$ cat src/rtl/sodor5_tb_pkg.sv
// Shared definitions for the sodor5 verification harness: sequencer state
// encoding, the RV32 idle instruction and register-file geometry.
package sodor5_tb_pkg;

   localparam int          NUM_REGS  = 32;
   localparam int          WORD_SIZE = 32;

   // addi x0,x0,0
   localparam logic [31:0] RV32_NOP  = 32'h0000_0013;

   typedef enum logic [1:0] {
      SEQ_IDLE  = 2'd0,
      SEQ_RUN   = 2'd1,
      SEQ_DRAIN = 2'd2,
      SEQ_DONE  = 2'd3
   } seq_state_e;

   // Increment that sticks at all-ones instead of wrapping.
   function automatic logic [15:0] sat_inc16(input logic [15:0] value);
      if (value == 16'hFFFF) begin
         return value;
      end else begin
         return value + 16'd1;
      end
   endfunction

endpackage

$ cat src/rtl/imem_prog_buf.sv
// Program buffer: DEPTH x 32 register array. Every entry resets to NOP so an
// aborted or never-loaded program only ever feeds harmless instructions.
module imem_prog_buf
   import sodor5_tb_pkg::*;
#(
   parameter int          DEPTH = 16,
   parameter logic [31:0] NOP   = RV32_NOP
) (
   input  logic                     clk,
   input  logic                     rst_n,
   input  logic                     we,
   input  logic [$clog2(DEPTH)-1:0] waddr,
   input  logic [31:0]              wdata,
   input  logic [$clog2(DEPTH)-1:0] raddr,
   output logic [31:0]              rdata
);

   logic [31:0] mem_r [DEPTH];

   // Storage: async clear to NOP, synchronous single-port write.
   always_ff @(posedge clk or negedge rst_n) begin
      if (!rst_n) begin
         for (int i = 0; i < DEPTH; i++) begin
            mem_r[i] <= NOP;
         end
      end else if (we) begin
         mem_r[waddr] <= wdata;
      end
   end

   // DEPTH is a power of two, so every raddr value names a real entry.
   assign rdata = mem_r[raddr];

endmodule

$ cat src/rtl/imem_program_sequencer.sv
// Replays the loaded program buffer into the core's instruction response
// port: optional loop passes, then a NOP-only drain, then a done pulse.
// All outputs come straight from flops; responses lag requests by one cycle.
module imem_program_sequencer
   import sodor5_tb_pkg::*;
#(
   parameter int          DEPTH        = 16,
   parameter int          DRAIN_CYCLES = 5,
   parameter logic [31:0] NOP          = RV32_NOP
) (
   input  logic                     clk,
   input  logic                     reset,
   input  logic                     cfg_we,
   input  logic [$clog2(DEPTH)-1:0] cfg_addr,
   input  logic [31:0]              cfg_wdata,
   input  logic [$clog2(DEPTH):0]   cfg_len,
   input  logic [7:0]               cfg_loops,
   input  logic                     start,
   input  logic                     imem_req_valid,
   output logic                     imem_resp_valid,
   output logic [31:0]              imem_resp_bits_data,
   output logic                     busy,
   output logic                     done,
   output logic [$clog2(DEPTH)-1:0] pc_idx,
   output logic [15:0]              issued_count
);

   localparam int              AW         = $clog2(DEPTH);
   localparam int              DW         = $clog2(DRAIN_CYCLES + 1);
   localparam logic [AW:0]     LEN_MAX    = (AW+1)'(DEPTH);
   localparam logic [AW:0]     LEN_ONE    = (AW+1)'(1);
   localparam logic [AW-1:0]   PC_ZERO    = AW'(0);
   localparam logic [AW-1:0]   PC_ONE     = AW'(1);
   localparam logic [DW-1:0]   DRAIN_ZERO = DW'(0);
   localparam logic [DW-1:0]   DRAIN_ONE  = DW'(1);
   localparam logic [DW-1:0]   DRAIN_LAST = DW'(DRAIN_CYCLES - 1);

   seq_state_e    state_r,     state_n_s;
   logic [AW-1:0] pc_idx_r,    pc_idx_n_s;
   logic [AW:0]   len_r,       len_n_s;
   logic [AW:0]   len_clamp_s;
   logic [7:0]    loops_r,     loops_n_s;
   logic [7:0]    loop_cnt_r,  loop_cnt_n_s;
   logic [DW-1:0] drain_cnt_r, drain_cnt_n_s;
   logic [15:0]   issued_r,    issued_n_s;
   logic          valid_r,     valid_n_s;
   logic [31:0]   data_r,      data_n_s;
   logic          done_r,      done_n_s;
   logic          busy_r,      busy_n_s;

   logic          buf_we_s;
   logic [31:0]   buf_rdata_s;
   logic          end_of_pass_s;
   logic          last_loop_s;
   logic          drain_last_s;

   // Configuration writes are only accepted while no run is in flight.
   assign buf_we_s = cfg_we && ((state_r == SEQ_IDLE) || (state_r == SEQ_DONE));

   imem_prog_buf #(
      .DEPTH (DEPTH),
      .NOP   (NOP)
   ) u_buf (
      .clk   (clk),
      .rst_n (reset),
      .we    (buf_we_s),
      .waddr (cfg_addr),
      .wdata (cfg_wdata),
      .raddr (pc_idx_r),
      .rdata (buf_rdata_s)
   );

   // Wrap is an explicit compare against len-1 so short programs never rely
   // on the 4-bit index overflowing.
   assign end_of_pass_s = ({1'b0, pc_idx_r} == (len_r - LEN_ONE));
   assign last_loop_s   = (loop_cnt_r == (loops_r - 8'd1));
   assign drain_last_s  = (drain_cnt_r == DRAIN_LAST);

   // Next-state and next-output logic for the sequencer.
   always_comb begin
      state_n_s     = state_r;
      pc_idx_n_s    = pc_idx_r;
      len_n_s       = len_r;
      loops_n_s     = loops_r;
      loop_cnt_n_s  = loop_cnt_r;
      drain_cnt_n_s = drain_cnt_r;
      issued_n_s    = issued_r;
      valid_n_s     = 1'b0;
      data_n_s      = data_r;
      done_n_s      = 1'b0;

      if (cfg_len > LEN_MAX) begin
         len_clamp_s = LEN_MAX;
      end else begin
         len_clamp_s = cfg_len;
      end

      case (state_r)
         SEQ_IDLE: begin
            data_n_s = NOP;
            if (start) begin
               len_n_s       = len_clamp_s;
               loops_n_s     = (cfg_loops == 8'd0) ? 8'd1 : cfg_loops;
               pc_idx_n_s    = PC_ZERO;
               loop_cnt_n_s  = 8'd0;
               drain_cnt_n_s = DRAIN_ZERO;
               issued_n_s    = 16'd0;
               if (len_clamp_s == (AW+1)'(0)) begin
                  state_n_s = SEQ_DRAIN;
               end else begin
                  state_n_s = SEQ_RUN;
               end
            end else begin
               state_n_s = SEQ_IDLE;
            end
         end

         SEQ_RUN: begin
            if (imem_req_valid) begin
               valid_n_s  = 1'b1;
               data_n_s   = buf_rdata_s;
               issued_n_s = sat_inc16(issued_r);
               if (end_of_pass_s) begin
                  pc_idx_n_s   = PC_ZERO;
                  loop_cnt_n_s = loop_cnt_r + 8'd1;
                  if (last_loop_s) begin
                     state_n_s = SEQ_DRAIN;
                  end else begin
                     state_n_s = SEQ_RUN;
                  end
               end else begin
                  pc_idx_n_s = pc_idx_r + PC_ONE;
               end
            end else begin
               valid_n_s = 1'b0;
            end
         end

         SEQ_DRAIN: begin
            if (imem_req_valid) begin
               valid_n_s     = 1'b1;
               data_n_s      = NOP;
               drain_cnt_n_s = drain_cnt_r + DRAIN_ONE;
               if (drain_last_s) begin
                  state_n_s = SEQ_DONE;
               end else begin
                  state_n_s = SEQ_DRAIN;
               end
            end else begin
               valid_n_s = 1'b0;
            end
         end

         SEQ_DONE: begin
            done_n_s  = 1'b1;
            data_n_s  = NOP;
            state_n_s = SEQ_IDLE;
         end

         default: begin
            data_n_s  = NOP;
            state_n_s = SEQ_IDLE;
         end
      endcase

      busy_n_s = (state_n_s == SEQ_RUN) || (state_n_s == SEQ_DRAIN);
   end

   // State, counters and output register; reset aborts any run silently.
   always_ff @(posedge clk or negedge reset) begin
      if (!reset) begin
         state_r     <= SEQ_IDLE;
         pc_idx_r    <= PC_ZERO;
         len_r       <= (AW+1)'(0);
         loops_r     <= 8'd1;
         loop_cnt_r  <= 8'd0;
         drain_cnt_r <= DRAIN_ZERO;
         issued_r    <= 16'd0;
         valid_r     <= 1'b0;
         data_r      <= NOP;
         done_r      <= 1'b0;
         busy_r      <= 1'b0;
      end else begin
         state_r     <= state_n_s;
         pc_idx_r    <= pc_idx_n_s;
         len_r       <= len_n_s;
         loops_r     <= loops_n_s;
         loop_cnt_r  <= loop_cnt_n_s;
         drain_cnt_r <= drain_cnt_n_s;
         issued_r    <= issued_n_s;
         valid_r     <= valid_n_s;
         data_r      <= data_n_s;
         done_r      <= done_n_s;
         busy_r      <= busy_n_s;
      end
   end

   assign imem_resp_valid     = valid_r;
   assign imem_resp_bits_data = data_r;
   assign busy                = busy_r;
   assign done                = done_r;
   assign pc_idx              = pc_idx_r;
   assign issued_count        = issued_r;

endmodule
$ cat config.mk
export PLATFORM = sky130hd
export DESIGN_NAME = imem_program_sequencer
export DESIGN_NICKNAME = d
export VERILOG_FILES = /design/src/rtl/sodor5_tb_pkg.sv /design/src/rtl/imem_prog_buf.sv /design/src/rtl/imem_program_sequencer.sv
export SDC_FILE = /design/constraint.sdc
export NUM_CORES = 1
export LEC_CHECK = 0
export CAP_MARGIN = 5
export CORE_MARGIN = 10
export CORE_UTILIZATION = 33
export CTS_BUF_LIST = sky130_fd_sc_hd__clkbuf_16
export DETAILED_ROUTE_END_ITERATION = 10
export PLACE_DENSITY = 0.5
export SLEW_MARGIN = 40
export SYNTH_ARGS = -nofsm -noshare
export SYNTH_HDL_FRONTEND = slang
export SYNTH_SLANG_ARGS = --single-unit
$ cat constraint.sdc
create_clock -name clk -period 2.37 [get_ports clk]
set_clock_uncertainty 0.1 [all_clocks]
set_input_delay 0.474 -clock clk [delete_from_list [all_inputs] [get_ports clk]]
set_output_delay 0.474 -clock clk [all_outputs]
set_load 0.1 [all_outputs]
### Word level (Yosys, flattened, before mapping)

Index checks and enable logic that the tools add are counted.

| operators by class | value |
|---|---|
| $add $sub $neg | 6 |
| $mul | 0 |
| div/mod/pow operators | 0 |
| order comparisons | 4 |
| eq/ne operators | 14 |
| shift-type cells | 0 |
| muxes and demuxes | 37 |
| bitwise operators | 2 |
| reduce and logical (&&, ||, !) cells | 17 |

Operators by type and width:

| operator | count |
|---|---|
| 512-bit bitwise mux | 1 |
| 32-bit two-way mux | 5 |
| 32-bit binary-select mux with 4-bit select | 1 |
| 32-bit demux with 4-bit select | 1 |
| 32-bit one-hot mux with 3 select lines | 1 |
| 16-bit two-way mux | 3 |
| 8-bit two-way mux | 4 |
| 16-bit one-hot mux with 2 select lines | 1 |
| 16-bit by 1-bit adder with 16-bit output, second input constant | 1 |
| 16-bit equality test, second input constant | 1 |
| 8-bit one-hot mux with 2 select lines | 1 |
| 2-bit two-way mux | 6 |
| 4-bit two-way mux | 3 |
| 5-bit >= comparator, second input constant | 2 |
| 2-bit inequality test, second input constant | 5 |
| 4-bit NOT with 5-bit output | 2 |
| 8-bit by 1-bit adder with 8-bit output, second input constant | 1 |
| 8-bit equality test | 1 |
| 8-bit zero test | 1 |
| 2-bit one-hot mux with 4 select lines | 1 |
| 4-bit one-hot mux with 2 select lines | 1 |
| 4-bit AND reduction | 2 |
| 8-bit by 1-bit subtractor with 8-bit output, second input constant | 1 |
| 2-bit equality test, second input constant | 3 |
| 20 further kinds | 31 |

| storage, ports and cells | value |
|---|---|
| register bits after elaboration | 593 |
| latch bits | 0 |
| RAM bits | 0 |
| bits in read-only memories | 0 |
| bits of input ports | 54 |
| memories kept | 0 |

### Depth between registers and ports, before layout

| logic depth | value |
|---|---|
| word-level depth | 8 |
| depth in mapped cells | 10 |

### By module

A second synthesis with hierarchy kept.

| second synthesis, totals | value |
|---|---|
| cell total of the unflattened synthesis | 1832 |
| area, all modules | 26900.8 sq um |

By module, submodules not included:

| module | times used | cells an instance | area each (sq um) | sequential area each (sq um) |
|---|---|---|---|---|
| imem_prog_buf | 1 | 1405 | 22834.4 | 12872.3 |
| imem_program_sequencer | 1 | 427 | 4066.4 | 2031.9 |

### Worst setup path before layout

No wires, ideal clock.

| path | value |
|---|---|
| path type | reg-to-reg |
| start | reg pc_idx_r[0], in the netlist pc_idx[0] |
| end | reg data_r[10], in the netlist imem_resp_bits_data[10] |
| setup time | 132 ps |
| arrival | 2721 ps |
| required time | 2138 ps |
| setup slack | -583 ps |
| cell stages (with the launch flop) | 8 |
| buffers on the path | 3 |
| period minus slack after synthesis | 2953 ps |
| path through | dfrtp_1 buf_2 buf_6 buf_2 mux4_2 mux4_2 inv_1 o21ai_1 |

| between the ends | value |
|---|---|
| longest elaborated chain between the ends | 6 |

Ends and longest elaborated chain:

| what | RTL line | source |
|---|---|---|
| start, declared | imem_program_sequencer.sv:39 | `logic [AW-1:0] pc_idx_r, pc_idx_n_s;` |
| start signal, assigned | imem_program_sequencer.sv:185 | `pc_idx_r <= pc_idx_n_s;` |
| 4-bit NOT with 5-bit output (implied by the code) | imem_prog_buf.sv:32 | `assign rdata = mem_r[raddr];` |
| 32-bit binary-select mux with 4-bit select | imem_prog_buf.sv:32 |  |
| 32-bit two-way mux (implied by the code) (2 in series) | imem_prog_buf.sv:32 |  |
| 32-bit two-way mux | imem_program_sequencer.sv:119 | `if (imem_req_valid) begin` |
| 32-bit one-hot mux with 3 select lines | imem_program_sequencer.sv:98 | `case (state_r)` |
| end signal, assigned | imem_program_sequencer.sv:192 | `data_r <= data_n_s;` |
| end, declared | imem_program_sequencer.sv:47 | `logic [31:0] data_r, data_n_s;` |

No other way between the ends. The select of a mux whose other input is x is not followed.
A chain may end at the register's enable or synchronous reset.

### Final worst setup path

| path | value |
|---|---|
| start | reg pc_idx_r[0], in the netlist pc_idx[0] |
| end | reg data_r[7], in the netlist imem_resp_bits_data[7] |

Same word-level chain as after synthesis.

==> metrics.yaml <==
grt_pass1_wl_microns: 108000
grt_overflow_total: 0
viasPerCell: 5.08
synth_flop_cell: "dfrtp_1"
place_area_sq_um: 30700
finalMaxSlewViolations: 0
tns_ns: 0
die-height_microns: 306
powerDensity_nw_per_um2: 741
clockBufferDepth: 3
first_pass_iters: 4
ir_drop_uv: 472
cts_made_buffers: 71
ios: 109
synth_cells: 1763
finalHoldViolCount: 0
clk_pin_slew_worst_paths_ns: 0.06
drc_errors: 0
cts_tree: "yes"
synth.ff_latch_count: 593
synth-adder-area-share_pct: 0.556
synth_cell_types: 56
setup_viol: 0
diodes: 0
syn_nets: 1829
synthMuxAreaShare_pct: 35.1
antenna_left: 0
arrival_ns: 2.71
synth_edf_count: 0
post_drt_wl_per_cell_microns: 22.8
dieArea_sq_um: 93600
core_area_sq_um: 80800
dieWidth_microns: 306
period_minus_slack_ns: 2.32
synthSimpleGateAreaFrac_pct: 3.01
status: "completed"
grt_max_degree: 87
place_congestion: 0.758
critPathMaxFanout: 13
cp_slowest_cell: "mux4_2"
max-cap-violations: 0
synth_compound_area_share_pct: 2.24
async_flop_share_pct: 100
startpoint_type: "register"
cts-root-buf: "clkbuf_16"
syn_area_sq_um: 27000
avgSynthCellArea_sq_um: 15.3
fin_nets: 2028
final_cell_area_sq_um: 33100
slew_headroom_pct: 59.2
path_delay_family: "multiplexers"
crit_path_end_kind: "register"
worst_path_largest_cell_delay_ns: 0.54
leakage_nw: 15.6
synth.yosys.seq_area_share_pct: 55.2
area_growth_pct: 22.7
clk_latency_ns: 0.61
fmax_mhz: 431
crit_required_ns: 2.76
yosys.area_share.xor_xnor_pct: 1.03
cp_cell_sequence: "buf_12, buf_16, buf_12, mux4_2, mux4_2, inv_2, o21ai_2"
antenna_found_initial: 5
final_common_cell: "dfrtp_1"
crit_type: "reg -> reg"
fillers: 7349
numClockSinks: 593
fin_crit_sh_pct: 97.8
initial_core_util_pct: 33.4
dp_hpwl_microns: 45400
htree_levels: 3
worst_pin_slew_ns: 0.610
track_usage_pct: 15.0
ys.warnings.count: 0
port_buffers: 108
vias: 15641
min_path_type: "in -> async"
layout_common_cells: "dfrtp_1 (526), mux2_2 (516), mux4_2 (160)"
grt_pass1_vias: 16921
rows: 104
detail_route.iter0.violations: 770
synth_top_family_by_area: "multiplexers"
crit_buf_inv: 4
drive_above_1_share_pct: 54.0
routed_wl_microns: 70200
==> worst register-to-register path, stage by stage, from the launching register on <==
cell and delay [ns]:
dfrtp_4 0.44, buf_12 0.15, buf_16 0.17, buf_12 0.17, mux4_2 0.54, mux4_2 0.51
inv_2 0.07, o21ai_2 0.04
==> layer usage <==
layer / vias up / share of wire (%) / track usage [%]
met4: 10 / 2.3 / 4.53
met3: 105 / 3.3 / 2.54
li1: 6911 / - / -
met5: - / 0.077 / 0
met1: 8392 / 46 / 19.9
met2: 223 / 49 / 24.7
==> path summary, 6_finish.rpt <==
check,to,from,slack [ns],cells past startpoint
min in group clk,len_r[3]$_DFFE_PN0P_,cfg_len[3],0.37,3
worst min-delay path,imem_resp_bits_data[18]$_DFFE_PN0P_,reset,0.25,2
worst min register to register,u_buf.mem_r[38]$_DFFE_PN0P_,u_buf.mem_r[38]$_DFFE_PN0P_,0.39,1
worst max-delay path,imem_resp_bits_data[7]$_DFFE_PN0P_,pc_idx[0]$_DFFE_PN0P_,0.05,7
worst max register to register,imem_resp_bits_data[7]$_DFFE_PN0P_,pc_idx[0]$_DFFE_PN0P_,0.05,7
max in group asynchronous,u_buf.mem_r[449]$_DFFE_PN1P_,reset,1.07,3
==> report_power, final <==
group          internal [mW]  leakage [nW]  switching [mW]  total, mW
sequential              10.3          8.01           0.177       10.5
clock                   5.86          1.13            4.32       10.2
combinational           1.49          6.42            2.38       3.87
==> kinds of logic (layout without fill, tap and decap cells) <==
kind of cell / Yosys count / in the layout
simple gates: 170 / 170
xor+xnor: 30 / 30
mux: 682 / 682
compound gates: 93 / 93
flops: 593 / 593
buf+inv: 183 / 438
fa+ha+maj: 12 / 12
==> Yosys cell counts, types with 2 or more instances <==
| library cell | n | area, sq um |
|---|---|---|
| dfrtp_1 | 541 | 13500 |
| mux2_2 | 516 | 5810 |
| mux4_2 | 160 | 3600 |
| nand2_1 | 67 | 251 |
| clkbuf_1 | 65 | 244 |
| dfstp_2 | 52 | 1370 |
| inv_1 | 45 | 169 |
| buf_1 | 35 | 131 |
| buf_2 | 31 | 155 |
| nor2_1 | 28 | 105 |
| o21ai_1 | 28 | 140 |
| o21ai_0 | 21 | 105 |
| nand3_1 | 17 | 85.1 |
| xor2_1 | 16 | 140 |
| a21oi_1 | 12 | 60.1 |
| ha_1 | 12 | 150 |
| xnor2_1 | 12 | 105 |
| nor3_1 | 11 | 55.1 |
| and3_1 | 7 | 43.8 |
| nand2b_1 | 7 | 43.8 |
| or3_1 | 6 | 37.5 |
| a211oi_1 | 5 | 37.5 |
| mux2_1 | 5 | 56.3 |
| nand4_1 | 5 | 31.3 |
| nor2b_1 | 5 | 31.3 |
| nor4_1 | 5 | 31.3 |
| buf_4 | 4 | 30.0 |
| o22a_1 | 4 | 35.0 |
| a211o_1 | 3 | 26.3 |
| a22o_1 | 3 | 26.3 |
| buf_6 | 3 | 33.8 |
| nor3b_1 | 3 | 22.5 |
| a2111oi_2 | 2 | 30.0 |
| a21o_1 | 2 | 15.0 |
| o211ai_1 | 2 | 15.0 |
| o31a_1 | 2 | 17.5 |
| or2_2 | 2 | 12.5 |
==> area by class of cell <==
type / count / area [sq um] / area share [%]
clock buffer: 74 / 1850 / 5.59
clock inverter: 55 / 305 / 0.921
inverter: 45 / 169 / 0.510
tap: 1060 / 1330 / 4.00
sequential: 593 / 14900 / 45.1
timing repair buffer: 264 / 3050 / 9.21
multi-input combinational: 987 / 11500 / 34.7
==> stage by stage <==
stage,setup WS [ns],cells,total power [mW],hold WS [ns],util (%)
6_report,0.0521,3078,24.6,0.252,41.0
5_1_grt,-0.0145,3078,25.6,0.268,41.0
4_1_cts,0.000435,3071,25.0,0.236,40.8
3_5_place_dp,-0.275,2940,14.6,0.301,38.0
3_3_place_gp,-0.316,2940,14.6,0.299,38.0
2_1_floorplan,-0.0472,1763,13.0,0.0784,-
==> flip-flops by register name (all words and copies together) (netlist names) <==
| register | cells |
|---|---|
| loops_r | 8 |
| imem_resp_bits_data | 32 |
| u_buf.mem_r | 512 |
| busy | 1 |
| imem_resp_valid | 1 |
| pc_idx | 4 |
| drain_cnt_r | 3 |
| state_r | 2 |
| done | 1 |
| len_r | 5 |
| issued_count | 16 |
| loop_cnt_r | 8 |
==> timing repair <==
item,in CTS,in global routing
endpoints found under the setup margin,141,320
pin swaps,1,8
hold buffers,1,0
resized for setup,5,20
cloned,0,2
setup buffers,2,6
endpoints found under the hold margin,54,0
(Power assumes the default switching activity.)
